File: src/rtl/prog_clk_div_ctrl.sv
// Programmable divide-by-N control: one-cycle enable strobe plus divided square wave.
// The divisor is loaded by valid/ready; changes made while running land on a period boundary.
module prog_clk_div_ctrl #(
  parameter int unsigned WIDTH = 8
) (
  input  logic             clock,
  input  logic             rst,
  input  logic             run,
  input  logic [WIDTH-1:0] div_in,
  input  logic             div_valid,
  output logic             div_ready,
  output logic             tick,
  output logic             div_out,
  output logic             active
);

  typedef enum logic [0:0] {StIdle, StRun} state_e;

  localparam logic [WIDTH-1:0] One = WIDTH'(1);

  state_e           state_q, state_d;
  logic [WIDTH-1:0] cnt_q, cnt_d;
  logic [WIDTH-1:0] div_q, div_d;
  logic [WIDTH-1:0] pend_q, pend_d;
  logic             pend_valid_q, pend_valid_d;
  logic             tick_q, tick_d;
  logic             div_out_q, div_out_d;

  logic             accept_nz;
  logic             last_cnt;
  logic [WIDTH:0]   half_d;

  // Zero divisors complete the handshake but are dropped.
  assign div_ready = rst & ((state_q == StIdle) | ~pend_valid_q);
  assign accept_nz = div_valid & div_ready & (div_in != '0);
  assign last_cnt  = (cnt_q == (div_q - One));
  assign half_d    = ({1'b0, div_d} + (WIDTH + 1)'(1)) >> 1;

  always_comb begin
    state_d      = state_q;
    cnt_d        = cnt_q;
    div_d        = div_q;
    pend_d       = pend_q;
    pend_valid_d = pend_valid_q;
    tick_d       = 1'b0;
    div_out_d    = 1'b0;

    unique case (state_q)
      StIdle: begin
        // Start decision uses the divisor held before this edge.
        if (run && (div_q != '0)) begin
          state_d = StRun;
          cnt_d   = '0;
        end
        if (accept_nz) begin
          div_d = div_in;
        end
      end
      StRun: begin
        if (!run) begin
          state_d      = StIdle;
          cnt_d        = '0;
          pend_valid_d = 1'b0;
          // Nothing may stay pending in IDLE, so anything in flight lands in div_reg.
          if (accept_nz) begin
            div_d = div_in;
          end else if (pend_valid_q) begin
            div_d = pend_q;
          end
        end else begin
          if (last_cnt) begin
            cnt_d = '0;
            if (pend_valid_q) begin
              div_d        = pend_q;
              pend_valid_d = 1'b0;
            end
          end else begin
            cnt_d = cnt_q + One;
          end
          // Only possible with pend_valid_q low, so never collides with the swap above.
          if (accept_nz) begin
            pend_d       = div_in;
            pend_valid_d = 1'b1;
          end
        end
      end
      default: begin
        state_d = StIdle;
      end
    endcase

    // Registered outputs are decoded from the next-state counter and divisor.
    if (state_d == StRun) begin
      tick_d    = (cnt_d == (div_d - One));
      div_out_d = ({1'b0, cnt_d} < half_d);
    end
  end

  always_ff @(posedge clock or negedge rst) begin
    if (!rst) begin
      state_q      <= StIdle;
      cnt_q        <= '0;
      div_q        <= '0;
      pend_q       <= '0;
      pend_valid_q <= 1'b0;
      tick_q       <= 1'b0;
      div_out_q    <= 1'b0;
    end else begin
      state_q      <= state_d;
      cnt_q        <= cnt_d;
      div_q        <= div_d;
      pend_q       <= pend_d;
      pend_valid_q <= pend_valid_d;
      tick_q       <= tick_d;
      div_out_q    <= div_out_d;
    end
  end

  assign tick    = tick_q;
  assign div_out = div_out_q;
  assign active  = (state_q == StRun);

endmodule

File: config.mk
export PLATFORM = sky130hd
export DESIGN_NAME = prog_clk_div_ctrl
export DESIGN_NICKNAME = d
export VERILOG_FILES = /design/src/rtl/prog_clk_div_ctrl.sv
export SDC_FILE = /design/constraint.sdc
export NUM_CORES = 1
export LEC_CHECK = 0
export CORE_UTILIZATION = 45
export DETAILED_ROUTE_END_ITERATION = 16
export PLACE_DENSITY = 0.61
export SLEW_MARGIN = 20
export SYNTH_ARGS = -nofsm -noshare
export SYNTH_HDL_FRONTEND = slang
export SYNTH_SLANG_ARGS = --single-unit
File: constraint.sdc
create_clock -name clock -period 9.1 [get_ports clock]
set_input_delay 1.82 -clock clock [delete_from_list [all_inputs] [get_ports clock]]
set_output_delay 1.82 -clock clock [all_outputs]
set_load 0.1 [all_outputs]
==> results of run 1 <==
[synth_stat cells, drive strengths merged (5+ instances only)]
| cell | n | area share [%] |
|---|---|---|
| nor3 | 7 | 1.8 |
| xor2 | 7 | 2.8 |
| inv | 14 | 2.1 |
| nand2 | 13 | 2.0 |
| ha | 11 | 5.6 |
| buf | 6 | 1.7 |
| nand4 | 6 | 1.8 |
| o21ai | 18 | 3.7 |
| xnor2 | 13 | 4.6 |
| nand3 | 10 | 2.2 |
| dfrtp | 28 | 29 |
| a21oi | 10 | 2.2 |
| mux2 | 10 | 4.6 |
| or4 | 5 | 1.8 |
| o21bai | 5 | 1.5 |
| a31oi | 7 | 3.0 |
| and2 | 6 | 1.5 |
| nor2 | 11 | 1.7 |
[sequential cells by signal, indices dropped and copies added (netlist names)]
register,cells
pend_valid_q,1
tick,1
pend_q,8
active,1
div_q,8
div_out,1
cnt_q,8
[layer usage]
metal,vias up,global-route usage (%),wire length (um)
met3,9,3.31,283
met5,-,0,0
met2,58,37.3,2980
met1,1063,34.2,3060
met4,0,6.17,85
li1,1034,-,-
[path summary, 6_finish.rpt]
path,from,to,slack (ns)
max in group asynchronous,rst,cnt_q[5]$_DFF_PN0_,6.90
min reg2reg,pend_q[2]$_DFFE_PN0P_,pend_q[2]$_DFFE_PN0P_,0.52
min,pend_q[2]$_DFFE_PN0P_,pend_q[2]$_DFFE_PN0P_,0.52
min in group asynchronous,rst,pend_q[6]$_DFFE_PN0P_,1.91
max reg2reg,div_q[0]$_DFF_PN0_,div_out$_DFF_PN0_,4.89
max,rst,div_ready,2.92
[final cells by class]
| type | count | area share (%) |
|---|---|---|
| inverters | 14 | 1.93 |
| repair buffers | 16 | 5.80 |
| well taps | 70 | 3.22 |
| clock buffers | 3 | 1.52 |
| flip-flops and latches | 28 | 25.8 |
| clock inverters | 1 | 1.10 |
| multi-input cells | 212 | 60.7 |
[power by group]
group / switching, mW / internal (mW)
logic: 0.111 / 0.0897
clock network: 0.0425 / 0.0590
registers: 0.0392 / 0.145
[cell families (layout without fill, tap and decap cells)]
family / count (synthesis) / count (layout) / share of synthesized area, %
flops: 28 / 28 / 28.5
xor+xnor: 20 / 20 / 7.44
simple gates: 87 / 87 / 22.4
buf+inv: 23 / 34 / 4.28
fa+ha+maj: 11 / 11 / 5.60
compound gates: 81 / 81 / 25.9
mux: 13 / 13 / 5.81
[stage by stage]
step           hold slack (ns)  area [um^2]
4_1_cts                  0.519         2720
3_5_place_dp             0.494         2650
3_3_place_gp             0.485         2650
5_1_grt                  0.550         2720
6_report                 0.521         2720
2_1_floorplan            0.474         2460
==> results.toml, run 1 <==
[power_and_ir_drop]
max-vdd-ir-drop_uv = 118
power.leakage_nw = 1.11
finalPower_uw = 487
powerDensity_nw_per_um2 = 179

[cts]
cts_made_buffers = 3
cts_resized = 0
cts.path.max_buffers = 2
worstSkewPairLatency_ns = 0.28
cts_setup_buffers = 0
cts.sink_count = 28
postCtsHoldBufs = 0
cts_root_buf = "clkbuf_8"
cts_tree = "built"
cts.clk_slew.worst_paths_ns = 0.11
htree_num_levels = 1

[route]
vias = 2164
drc = 0
drt-wirelength-per-cell_um = 18.6
drt-vias-per-instance = 6.29
antenna_left = 0
drt_iter0_drc = 117
drt_wl_total_um = 6410
drtPass1Iterations = 4

[floorplanning]
die_h_um = 75.9
start_util_pct = 47.5
pin_count = 16
die-area_um2 = 5760
dieWidth_um = 75.9
row_count = 26
core_area_um2 = 5170

[logic_synthesis]
syn_avg_cell_area_um2 = 9.34
ys_seq_area_share_pct = 28.5
synthDistinctLibCells = 68
async_flop_share_pct = 100
syn_nets = 286
synth_area_um2 = 2460
synth_edf_count = 0
synth_flop_cell = "dfrtp_1"
synth_seq_cells = 28
ys_warn_count = 0
syn_inst = 263

[place]
place_hpwl_um = 4810
post-place-ws_ns = 2.94
dp_cells = 340
gp_congestion = 0.848
port_buffers = 15

[timing]
layout_min_cycle_time_ns = 6.18
finalMaxSlewViolations = 0
setup_tns_ns = 0
setup_viol = 0
period_share_pct = 67.9
clock_skew_ns = 0.00782
slew_headroom_pct = 35.1
setup_ws_ns = 2.92
hold_violations = 0
max_slew.worst_pin.slew_ns = 0.970
fmax_ghz = 0.162
rsz0062_at_grt = "no"

[grt]
overflow = 0
grt_pass1_vias = 1954
grt_max_degree = 30
grt_pass1_wl_um = 10100
antenna_found_initial = 0
grtUsageTotal_pct = 23.7

[min_path]
hold_path_depth = 1
min_path_type = "reg2reg"

[critical_path]
crit_family = "buffers and inverters"
critPathKind = "in2out"
cp_common_cell = "clkdlybuf4s50_1"
worstPathRequired_ns = 7.28
r2r_cells = 16
cp.depth = 4
critPathCaptureType = "output port"
cp.arrival_ns = 4.36
path_cells = "clkdlybuf4s50_1, buf_4, a21boi_0, clkdlybuf4s50_1"
worst-path-buf-inv = 3
slowest_delay_ns = 1.23
crit_path_top_delay_cell = "clkdlybuf4s50_1"
worstSetupStartpointType = "input pin"
cp_max_fo = 29

[job]
drv_cap = 0

[layout]
utilization_pct = 52.6
mostFrequentLayoutCells = "28 x dfrtp_1, 15 x clkdlybuf4s50_1, 14 x inv_1, 13 x xnor2_1, 13 x nand2_1"
mostFrequentLayoutCell = "dfrtp_1"
layout.cells.non_filler = 344
nets = 298
n_antenna_cell = 0
drive_above_1_share_pct = 12.8
area_growth_syn_to_layout_pct = 10.7
register_area_um2 = 701
multi_input_area_um2 = 1650
fillCellCount = 487

[outcome]
status = "complete, no violations"
Power figures use the tool's default switching activity.
==> run 2, diff against run 1 <==
--- a/config.mk
+++ b/config.mk
@@ -7,7 +7,7 @@
 export LEC_CHECK = 0
 export CORE_UTILIZATION = 45
 export DETAILED_ROUTE_END_ITERATION = 16
-export PLACE_DENSITY = 0.61
+export PLACE_DENSITY = 0.64
 export SLEW_MARGIN = 20
 export SYNTH_ARGS = -nofsm -noshare
 export SYNTH_HDL_FRONTEND = slang
==> constraint.sdc (replaced) <==
create_clock -name clock -period 5.46 [get_ports clock]
set_input_delay 1.092 -clock clock [delete_from_list [all_inputs] [get_ports clock]]
set_output_delay 1.092 -clock clock [all_outputs]
set_load 0.1 [all_outputs]
==> run 2 against run 1 <==
Net effect: non-clock buffer count did not move; critical path depth is 10 higher; die area did not move; flip-flop and latch count is the same; sequential power increased by 67%; design area hardly changed; critical path type is now in2reg; sequential share of layout area is essentially flat; largest cell class unchanged; highest routed layer unchanged; clock power is 68% higher; hold slack is essentially flat; total power is 67% higher.
==> results.toml, run 2 (synthesis results as in run 1) <==
[timing]
setup_viol = 0
fmax_ghz = 0.219
clock_skew_ns = 0.0184
max_slew.worst_pin.slew_ns = 0.962
rsz0062_at_grt = "no"
hold_violations = 0
slew_headroom_pct = 35.7
period_share_pct = 83.6
finalMaxSlewViolations = 0
setup_tns_ns = 0
layout_min_cycle_time_ns = 4.57

[layout]
reg_top3 = "cnt_q (8), div_q (8), pend_q (8)"
drive_above_1_share_pct = 13.1
mostFrequentLayoutCell = "dfrtp_1"
mostFrequentLayoutCells = "28 x dfrtp_1, 14 x inv_1, 14 x clkdlybuf4s50_1, 13 x xnor2_1, 13 x nand2_1"
nets = 298
finalInstanceArea_um2 = 2720
area_growth_syn_to_layout_pct = 10.6
n_antenna_cell = 0

[place]
place_hpwl_um = 4730
port_buffers = 15
gp_congestion = 0.907
postPlaceCellArea_um2 = 2650

[grt]
grtUsageTotal_pct = 24.5
grt_pass1_vias = 2030
grt_pass1_wl_um = 10400
grt_max_degree = 29
antenna_found_initial = 0
overflow = 0

[critical_path]
reg2reg_to = "div_out$_DFF_PN0_"
cp.arrival_ns = 4.74
worstPathRequired_ns = 5.63
worstSetupStartpoint = "div_in[7]"
r2r_slack_ns = 1.24
r2r_start = "div_q[0]$_DFF_PN0_"
critPathCaptureType = "register"
critical_path.endpoint = "div_out$_DFF_PN0_"
r2r_cells = 16
critPathKind = "in2reg"
worstSetupStartpointType = "input pin"
cp_max_fo = 7

[route]
vias = 2145
drt-wirelength-per-cell_um = 18.4
drc = 0
drtPass1Iterations = 4
drt_iter0_drc = 229
antenna_left = 0
drt-vias-per-instance = 6.24
drt_wl_total_um = 6320

[cts]
cts_setup_buffers = 0
cts_tree = "built"
cts.path.max_buffers = 2
cts.clk_slew.worst_paths_ns = 0.12
worstSkewPairLatency_ns = 0.29
htree_num_levels = 1
cts_root_buf = "clkbuf_8"
cts_made_buffers = 3
cts_resized = 0
cts.sink_count = 28
postCtsHoldBufs = 0

[floorplanning]
die_h_um = 75.9
die-area_um2 = 5760
core_area_um2 = 5170
dieWidth_um = 75.9
row_count = 26
pin_count = 16
start_util_pct = 47.5

[power_and_ir_drop]
powerDensity_nw_per_um2 = 299
power.leakage_nw = 1.11
max-vdd-ir-drop_uv = 180

[outcome]
status = "complete, no violations"

[job]
drv_cap = 0

[min_path]
min_path_type = "reg2reg"
[run 2: layout make-up]
cell class / instances / area [um^2]
tap: 70 / 87.6
timing repair buffer: 16 / 155
clock inverter: 1 / 30.0
clock buffer: 3 / 41.3
fill: 471 / 2450
inverter: 14 / 52.6
sequential: 28 / 701
multi-input combinational: 212 / 1650
[run 2: critical path: stages]
cell and delay [ns]:
clkdlybuf4s50_1 0.44, or4_1 0.57, o211a_1 0.34, a21oi_1 0.26
a22oi_1 0.11, o21ai_0 0.14, nand3_1 0.26, nor3b_1 0.32
nand3_1 0.17, or3_1 0.34, ha_1 0.29, nand4_1 0.10
nor2_1 0.05, nor4b_1 0.25
[run 2: power by group]
group | switching, mW | internal (mW)
sequential | 0.0663 | 0.242
combinational | 0.186 | 0.149
clock | 0.0718 | 0.0983
total | 0.324 | 0.490
[run 2: routing by layer]
metal  up-vias  routed length [um]  part of all wire [%]  track usage (%)
met4         0                  55                  0.87             5.76
met5         -                   0                     0                0
met1      1036                3150                    50             38.3
li1       1031                   -                     -                -
met2        72                2750                    43             35.2
met3         6                 372                   5.9             3.31
[run 2: per-stage QoR]
step | std cells | hold WS (ns) | util [%] | total power [mW] | setup slack [ns]
CTS | 344 | 0.519 | 52.5 | 0.809 | 0.909
floorplan | 263 | 0.474 | - | 0.559 | 0.235
detailed placement | 340 | 0.494 | 51.2 | 0.641 | 0.625
global route | 344 | 0.544 | 52.5 | 0.865 | 0.533
global placement | 340 | 0.494 | 51.2 | 0.643 | 0.615
finish | 344 | 0.521 | 52.5 | 0.814 | 0.894
[run 2: how the worst min path moves through the flow]
stage | start | end | slack [ns] | depth (start not counted)
CTS | pend_q[2]$_DFFE_PN0P_ | pend_q[2]$_DFFE_PN0P_ | 0.52 | 1
global placement | pend_q[2]$_DFFE_PN0P_ | pend_q[2]$_DFFE_PN0P_ | 0.49 | 1
detailed placement | pend_q[2]$_DFFE_PN0P_ | pend_q[2]$_DFFE_PN0P_ | 0.49 | 1
global route | pend_q[2]$_DFFE_PN0P_ | pend_q[2]$_DFFE_PN0P_ | 0.54 | 1
finish | pend_q[2]$_DFFE_PN0P_ | pend_q[2]$_DFFE_PN0P_ | 0.52 | 1
floorplan | pend_q[2]$_DFFE_PN0P_ | pend_q[2]$_DFFE_PN0P_ | 0.47 | 1
